File: src/rtl/clkgen_pkg.sv
// clkgen: shared types for the clock-mode controller.
// Optional cog-cycle counter: CLKGEN_CNT_EN.
package clkgen_pkg;

  typedef enum logic [2:0] {
    RCFAST = 3'd0,
    RCSLOW = 3'd1,
    XINPUT = 3'd2,
    XPLL1  = 3'd3,
    XPLL2  = 3'd4,
    XPLL4  = 3'd5,
    XPLL8  = 3'd6,
    XPLL16 = 3'd7
  } clksel_e;

  localparam int CFG_PLLENA = 6;
  localparam int CFG_OSCENA = 5;
  localparam int CFG_OSCM   = 3;
  localparam int CFG_SEL    = 0;

  // RCSLOW has its own divider tap; 0 is a don't-care for it.
  function automatic int tap_of(clksel_e s, int taps);
    int r;
    r = 0;
    unique case (s)
      RCFAST: r = taps - 2;
      RCSLOW: r = 0;
      XINPUT: r = taps - 1;
      XPLL1, XPLL2, XPLL4, XPLL8, XPLL16: begin
        r = 7 - int'(s);
        if (r > taps - 1) r = taps - 1;
      end
    endcase
    if (r < 0) r = 0;
    return r;
  endfunction

endpackage

File: src/rtl/clkgen_wait_timer.sv
// clkgen: startup wait timer; counts while start holds, ready after WAIT.
// Dropping start (or raising clear) restarts the wait from zero.
module clkgen_wait_timer
  import clkgen_pkg::*;
#(
  parameter int WAIT = 16
) (
  input  logic clk,
  input  logic rst_n,
  input  logic start,
  input  logic clear,
  output logic ready
);

  localparam int W = $clog2(WAIT + 1);

  logic [W-1:0] cnt;

  always_ff @(posedge clk or negedge rst_n) begin
    if (!rst_n) begin
      cnt   <= '0;
      ready <= 1'b0;
    end else if (clear || !start) begin
      cnt   <= '0;
      ready <= 1'b0;
    end else if (!ready) begin
      if (cnt == W'(WAIT - 1)) ready <= 1'b1;
      else cnt <= cnt + 1'b1;
    end
  end

endmodule

File: src/rtl/clkgen_enable.sv
// clkgen_enable: cog/PLL rates as single-cycle enables off clock_160.
// Optional cog-cycle counter on port cnt: CLKGEN_CNT_EN.
module clkgen_enable
  import clkgen_pkg::*;
#(
  parameter int TAPS       = 5,
  parameter int BASE_DIV   = 2,
  parameter int RCSLOW_DIV = 512,
  parameter int OSC_WAIT   = 160000,
  parameter int PLL_WAIT   = 16000,
  parameter int CNT_W      = 32
) (
  input  logic             clock_160,
  input  logic             nres,
  input  logic [6:0]       cfg,
  output logic             cog_en,
  output logic             pll_tick,
  output logic [2:0]       mode,
  output logic             switch_pending,
  output logic             osc_ready,
  output logic             pll_ready
`ifdef CLKGEN_CNT_EN
  ,
  output logic [CNT_W-1:0] cnt
`endif
);

  localparam int LB = $clog2(BASE_DIV);
  localparam int LR = $clog2(RCSLOW_DIV);
  localparam int D  = (LB + TAPS - 1 > LR) ? LB + TAPS - 1 : LR;
  localparam logic [D-1:0] SM =
    D'((64'd1 << LR) - 64'd1);

  logic [D-1:0]    div;
  logic [TAPS-1:0] tap_en;
  logic            slow_en;
  logic [6:0]      cfgx;
  logic            pllena;
  logic            oscena;
  logic            unused_oscm;
  clksel_e         req;
  clksel_e         want;
  clksel_e         nxt;
  clksel_e         mode_q;
  logic            want_ok;
  logic            mode_ok;
  logic            src_en;
  logic            pll_start;

  always_ff @(posedge clock_160 or negedge nres) begin
    if (!nres) begin
      div  <= '0;
      cfgx <= '0;
    end else begin
      div  <= div + 1'b1;
      cfgx <= cfg;
    end
  end

  for (genvar k = 0; k < TAPS; k++) begin : g_tap
    localparam logic [D-1:0] M =
      D'((64'd1 << (LB + k)) - 64'd1);
    assign tap_en[k] = (div & M) == M;
  end

  assign slow_en  = (div & SM) == SM;
  assign pll_tick = tap_en[0];

  assign pllena      = cfgx[CFG_PLLENA];
  assign oscena      = cfgx[CFG_OSCENA];
  assign unused_oscm = ^cfgx[CFG_OSCM +: 2];
  assign req         = clksel_e'(cfgx[CFG_SEL +: 3]);
  assign pll_start   = pllena & osc_ready;

  clkgen_wait_timer #(.WAIT(OSC_WAIT)) u_osc (
    .clk   (clock_160),
    .rst_n (nres),
    .start (oscena),
    .clear (~oscena),
    .ready (osc_ready)
  );

  clkgen_wait_timer #(.WAIT(PLL_WAIT)) u_pll (
    .clk   (clock_160),
    .rst_n (nres),
    .start (pll_start),
    .clear (~pll_start),
    .ready (pll_ready)
  );

  // Missing enables fall back to RCFAST; missing readiness holds.
  always_comb begin
    want    = req;
    want_ok = 1'b1;
    unique case (1'b1)
      (req >= XPLL1): begin
        if (!(pllena && oscena)) want = RCFAST;
        else want_ok = pll_ready;
      end
      (req == XINPUT): begin
        if (!oscena) want = RCFAST;
        else want_ok = osc_ready;
      end
      default: ;
    endcase
  end

  always_comb begin
    mode_ok = 1'b1;
    unique case (1'b1)
      (mode_q >= XPLL1):
        mode_ok = pllena & oscena & pll_ready;
      (mode_q == XINPUT):
        mode_ok = oscena & osc_ready;
      default: ;
    endcase
  end

  always_comb begin
    nxt = mode_q;
    if (want_ok) nxt = want;
    else if (!mode_ok) nxt = RCFAST;
  end

  always_comb begin
    src_en = 1'b0;
    if (mode_q == RCSLOW) begin
      src_en = slow_en;
    end else begin
      for (int k = 0; k < TAPS; k++)
        if (k == tap_of(mode_q, TAPS))
          src_en = tap_en[k];
    end
  end

  // Load on the old source's boundary so no period is truncated.
  always_ff @(posedge clock_160 or negedge nres) begin
    if (!nres) mode_q <= RCFAST;
    else if (src_en) mode_q <= nxt;
  end

  assign cog_en         = src_en;
  assign mode           = mode_q;
  assign switch_pending = (want != mode_q);

`ifdef CLKGEN_CNT_EN
  always_ff @(posedge clock_160 or negedge nres) begin
    if (!nres) cnt <= '0;
    else if (src_en) cnt <= cnt + 1'b1;
  end
`endif

endmodule

File: config.mk
export PLATFORM = sky130hd
export DESIGN_NAME = clkgen_enable
export DESIGN_NICKNAME = d
export VERILOG_FILES = /design/src/rtl/clkgen_pkg.sv /design/src/rtl/clkgen_wait_timer.sv /design/src/rtl/clkgen_enable.sv
export SDC_FILE = /design/constraint.sdc
export NUM_CORES = 1
export LEC_CHECK = 0
export CAP_MARGIN = 5
export CORE_AREA = 3 3 90 84
export CTS_BUF_LIST = sky130_fd_sc_hd__clkbuf_16
export DETAILED_ROUTE_END_ITERATION = 10
export DIE_AREA = 0 0 93 87
export GPL_TIMING_DRIVEN = 0
export SLEW_MARGIN = 20
export SYNTH_ARGS = -nofsm -noshare
export SYNTH_HDL_FRONTEND = slang
export SYNTH_SLANG_ARGS = --single-unit
File: constraint.sdc
create_clock -name clock_160 -period 2 [get_ports clock_160]
set_input_delay 0.2 -clock clock_160 [delete_from_list [all_inputs] [get_ports clock_160]]
set_output_delay 0.2 -clock clock_160 [all_outputs]
set_load 0.1 [all_outputs]
==> flow_metrics.tcl <==
set metrics [dict create \
    yosysSeqAreaShare_pct 48.1 \
    clk_path_buf_depth 2 \
    worst-r2r-cell-count 7 \
    die_y_um 87 \
    holdWs_ns 0.347 \
    leakagePower_uw 0.00133 \
    ioPinCount 17 \
    drt_first_pass_iters 4 \
    slew_viol_final 0 \
    clock.fmax_mhz 444 \
    viasPerCell 5.31 \
    num_rows 28 \
    syn2layout_area_growth_pct 18.8 \
    peakVddDrop_v 0.000486 \
    die_w_um 93 \
    diodes 0 \
    track_usage_pct 13.5 \
    path_max_fanout 3 \
    powerDensity_nw_per_um2 662 \
    rsz0062_at_grt "yes" \
    r2r_end "mode[2]" \
    setup_ws_ns -0.252 \
    hold_viol 0 \
    die_area_um2 8090 \
    totalWireLength_mm 5.12 \
    syn-cell-area_um2 2660 \
    postSynthCellCount 260 \
    synth_largest_area_cell "dfrtp_1" \
    violations "setup timing" \
    p_int_uw 1570 \
    slew_headroom_pct 35.9 \
    clockPowerShare_pct 39.5 \
    wl_per_cell_um 13.6 \
    clk_latency_ns 0.29 \
    route.vias.total 2001 \
    tritoncts "yes" \
    layout-drive-gt1-share_pct 13.2 \
    crit_arrival_ns 2.05 \
    start_kind "flop" \
    ys_types 49 \
    place_area_um2 2950 \
    skew_ns 0.0101 \
    hpwlAfterDp_mm 3.48 \
    ctsRootBufferMaster "clkbuf_16" \
    portBuffers 14 \
    worstSetupEndpointType "output port" \
    seq_power_share_pct 50.8 \
    synth_top_area_share_pct 48.1 \
    status "finished, violations left" \
    antenna_found_initial 0 \
    crit_type "reg2out" \
    final_area_um2 3150 \
    synth_edf_count 0 \
    avgSynthCellArea_um2 10.2 \
    initial_utilization_pct 40.3 \
    synth_ff_type "dfrtp_1" \
    worstMarginPinSlew_ns 0.958 \
    drc 0 \
    async_reset_ff_share_pct 100 \
    core_area_um2 6590 \
    synth_most_common_cell "dfrtp_1" \
    cts_inserted_buffers 5 \
    critPathRequiredTime_ns 1.80 \
    finalWeightedCongestion 0.803 \
    grt_overflow_total 0 \
    ant_nets 0 \
    period_needed_ns 2.25 \
    reg2reg_from "div[0]" \
    nets 301 \
    endpoint "cog_en" \
    htree_levels 2 \
    switching_share_pct 25.0 \
    critPathLaunch "div[0]" \
    cts.sink_count 51 \
    hold_class "in2reg" \
    p_comb_share_pct 9.6 \
    path_clk_slew_ns 0.07 \
    synth_commonest_cells "dfrtp_1 (51), nand2_1 (26), nand3_1 (22), nor2_1 (21), xnor2_1 (12)" \
    setup_violations 4 \
    reg2reg_slack_ns -0.17 \
    drtIter0Drc 85 \
    grt_pass1_wl_mm 8.87 \
    p_sw_uw 521 \
    grt_pass1_vias 1888 \
    grt_max_degree 52 \
    ys_ff_latch 51 \
    drv_cap 0 \
    synthTopCellsByArea "dfrtp_1 (48%), nand3_1 (4.1%), xnor2_1 (4.0%), nand2_1 (3.7%), nor2_1 (3.0%)" \
    fin_crit_sh_pct 113 \
    synth_nets 275 \
    ys_warn_count 0 \
]
[placed cells by master (no fill, tap or decap), types with 5 or more instances in the layout]
cell             Yosys  layout
o211ai_1             6       6
clkbuf_16            0       5
dfrtp_1             51      46
nand2b_1             6       6
nand3_1             22      22
xnor2_1             12      12
clkbuf_1             6       5
nor2_1              21      20
nand4_1              7       7
buf_4                0       5
clkdlybuf4s50_1      0       7
inv_1                6       7
nand2_1             26      25
a21oi_1              7       7
o21ai_0              7       6
xor2_1               9       9
[worst min path at each step]
| stage | to | cells past startpoint | startpoint |
|---|---|---|---|
| detailed placement | div[7] | 1 | nres |
| floorplan | cfgx[0] | 0 | nres |
| global route | cfgx[5] | 1 | cfg[5] |
| global placement | div[7] | 1 | div[7] |
| finish | cfgx[5] | 1 | cfg[5] |
| CTS | cfgx[5] | 1 | cfg[5] |
[cell families after synthesis]
| logic type | share of synthesized area (%) |
|---|---|
| flops | 48.1 |
| xor+xnor | 6.93 |
| mux | 2.07 |
| compound gates | 14.1 |
| simple gates | 23.5 |
| buf+inv | 2.45 |
| fa+ha+maj | 2.83 |
[flip-flops by register name, summed over array words and instances (netlist names)]
register,cells
cfgx,5
u_pll.ready,1
div,9
u_pll.cnt,14
mode,3
u_osc.cnt,18
u_osc.ready,1
[worst max-delay path: stages (launching register included)]
cell	delay [ns]
dfrtp_4	0.49
ha_4	0.17
ha_4	0.14
mux2_4	0.25
a221o_1	0.32
a21o_4	0.22
buf_12	0.16
[cell type report]
cell class                 instances  area [µm²]
buffer                             9        50.0
clock buffer                       5         125
clock inverter                     3        16.3
fill                             653        3430
inverter                           6        22.5
multi-input combinational        194        1360
sequential                        51        1290
tap                               90         113
timing repair buffer              19         184
[power groups by stage]
stage | registers (µW) | clock network, µW | logic [µW]
6_report | 1060 | 825 | 201
5_1_grt | 1060 | 893 | 219
4_1_cts | 1060 | 855 | 200
3_5_place_dp | 1080 | 0 | 195
3_3_place_gp | 1080 | 0 | 195
2_1_floorplan | 1110 | 0 | 94.3
[through the flow]
stage	cells	power [µW]	util (%)	TNS (ns)	setup slack (ns)
2_1_floorplan	260	1210	-	-1.42	-0.459
3_3_place_gp	364	1280	44.8	-45.73	-1.19
3_5_place_dp	364	1280	44.8	-1.74	-0.888
4_1_cts	375	2120	47.6	-0.615	-0.292
5_1_grt	377	2170	47.9	-0.717	-0.312
6_report	377	2090	47.9	-0.468	-0.252
[timing repair]
item                                    4_1_cts  5_1_grt
endpoints found under the setup margin        8       10
buffers inserted                              2        2
hold buffers                                  1        0
pin swaps                                     3        1
cloned                                        0        0
endpoints found under the hold margin        51        0
resized for setup                            25        4
[layer usage]
| layer | vias up | routed length [µm] | GRT usage (%) |
|---|---|---|---|
| li1 | 999 | - | - |
| met1 | 976 | 2700 | 19.8 |
| met2 | 20 | 2190 | 20.3 |
| met3 | 6 | 166 | 2.94 |
| met4 | 0 | 57 | 3.60 |
| met5 | - | 0 | 0 |
Note: power is estimated with default switching activity, not from simulation.
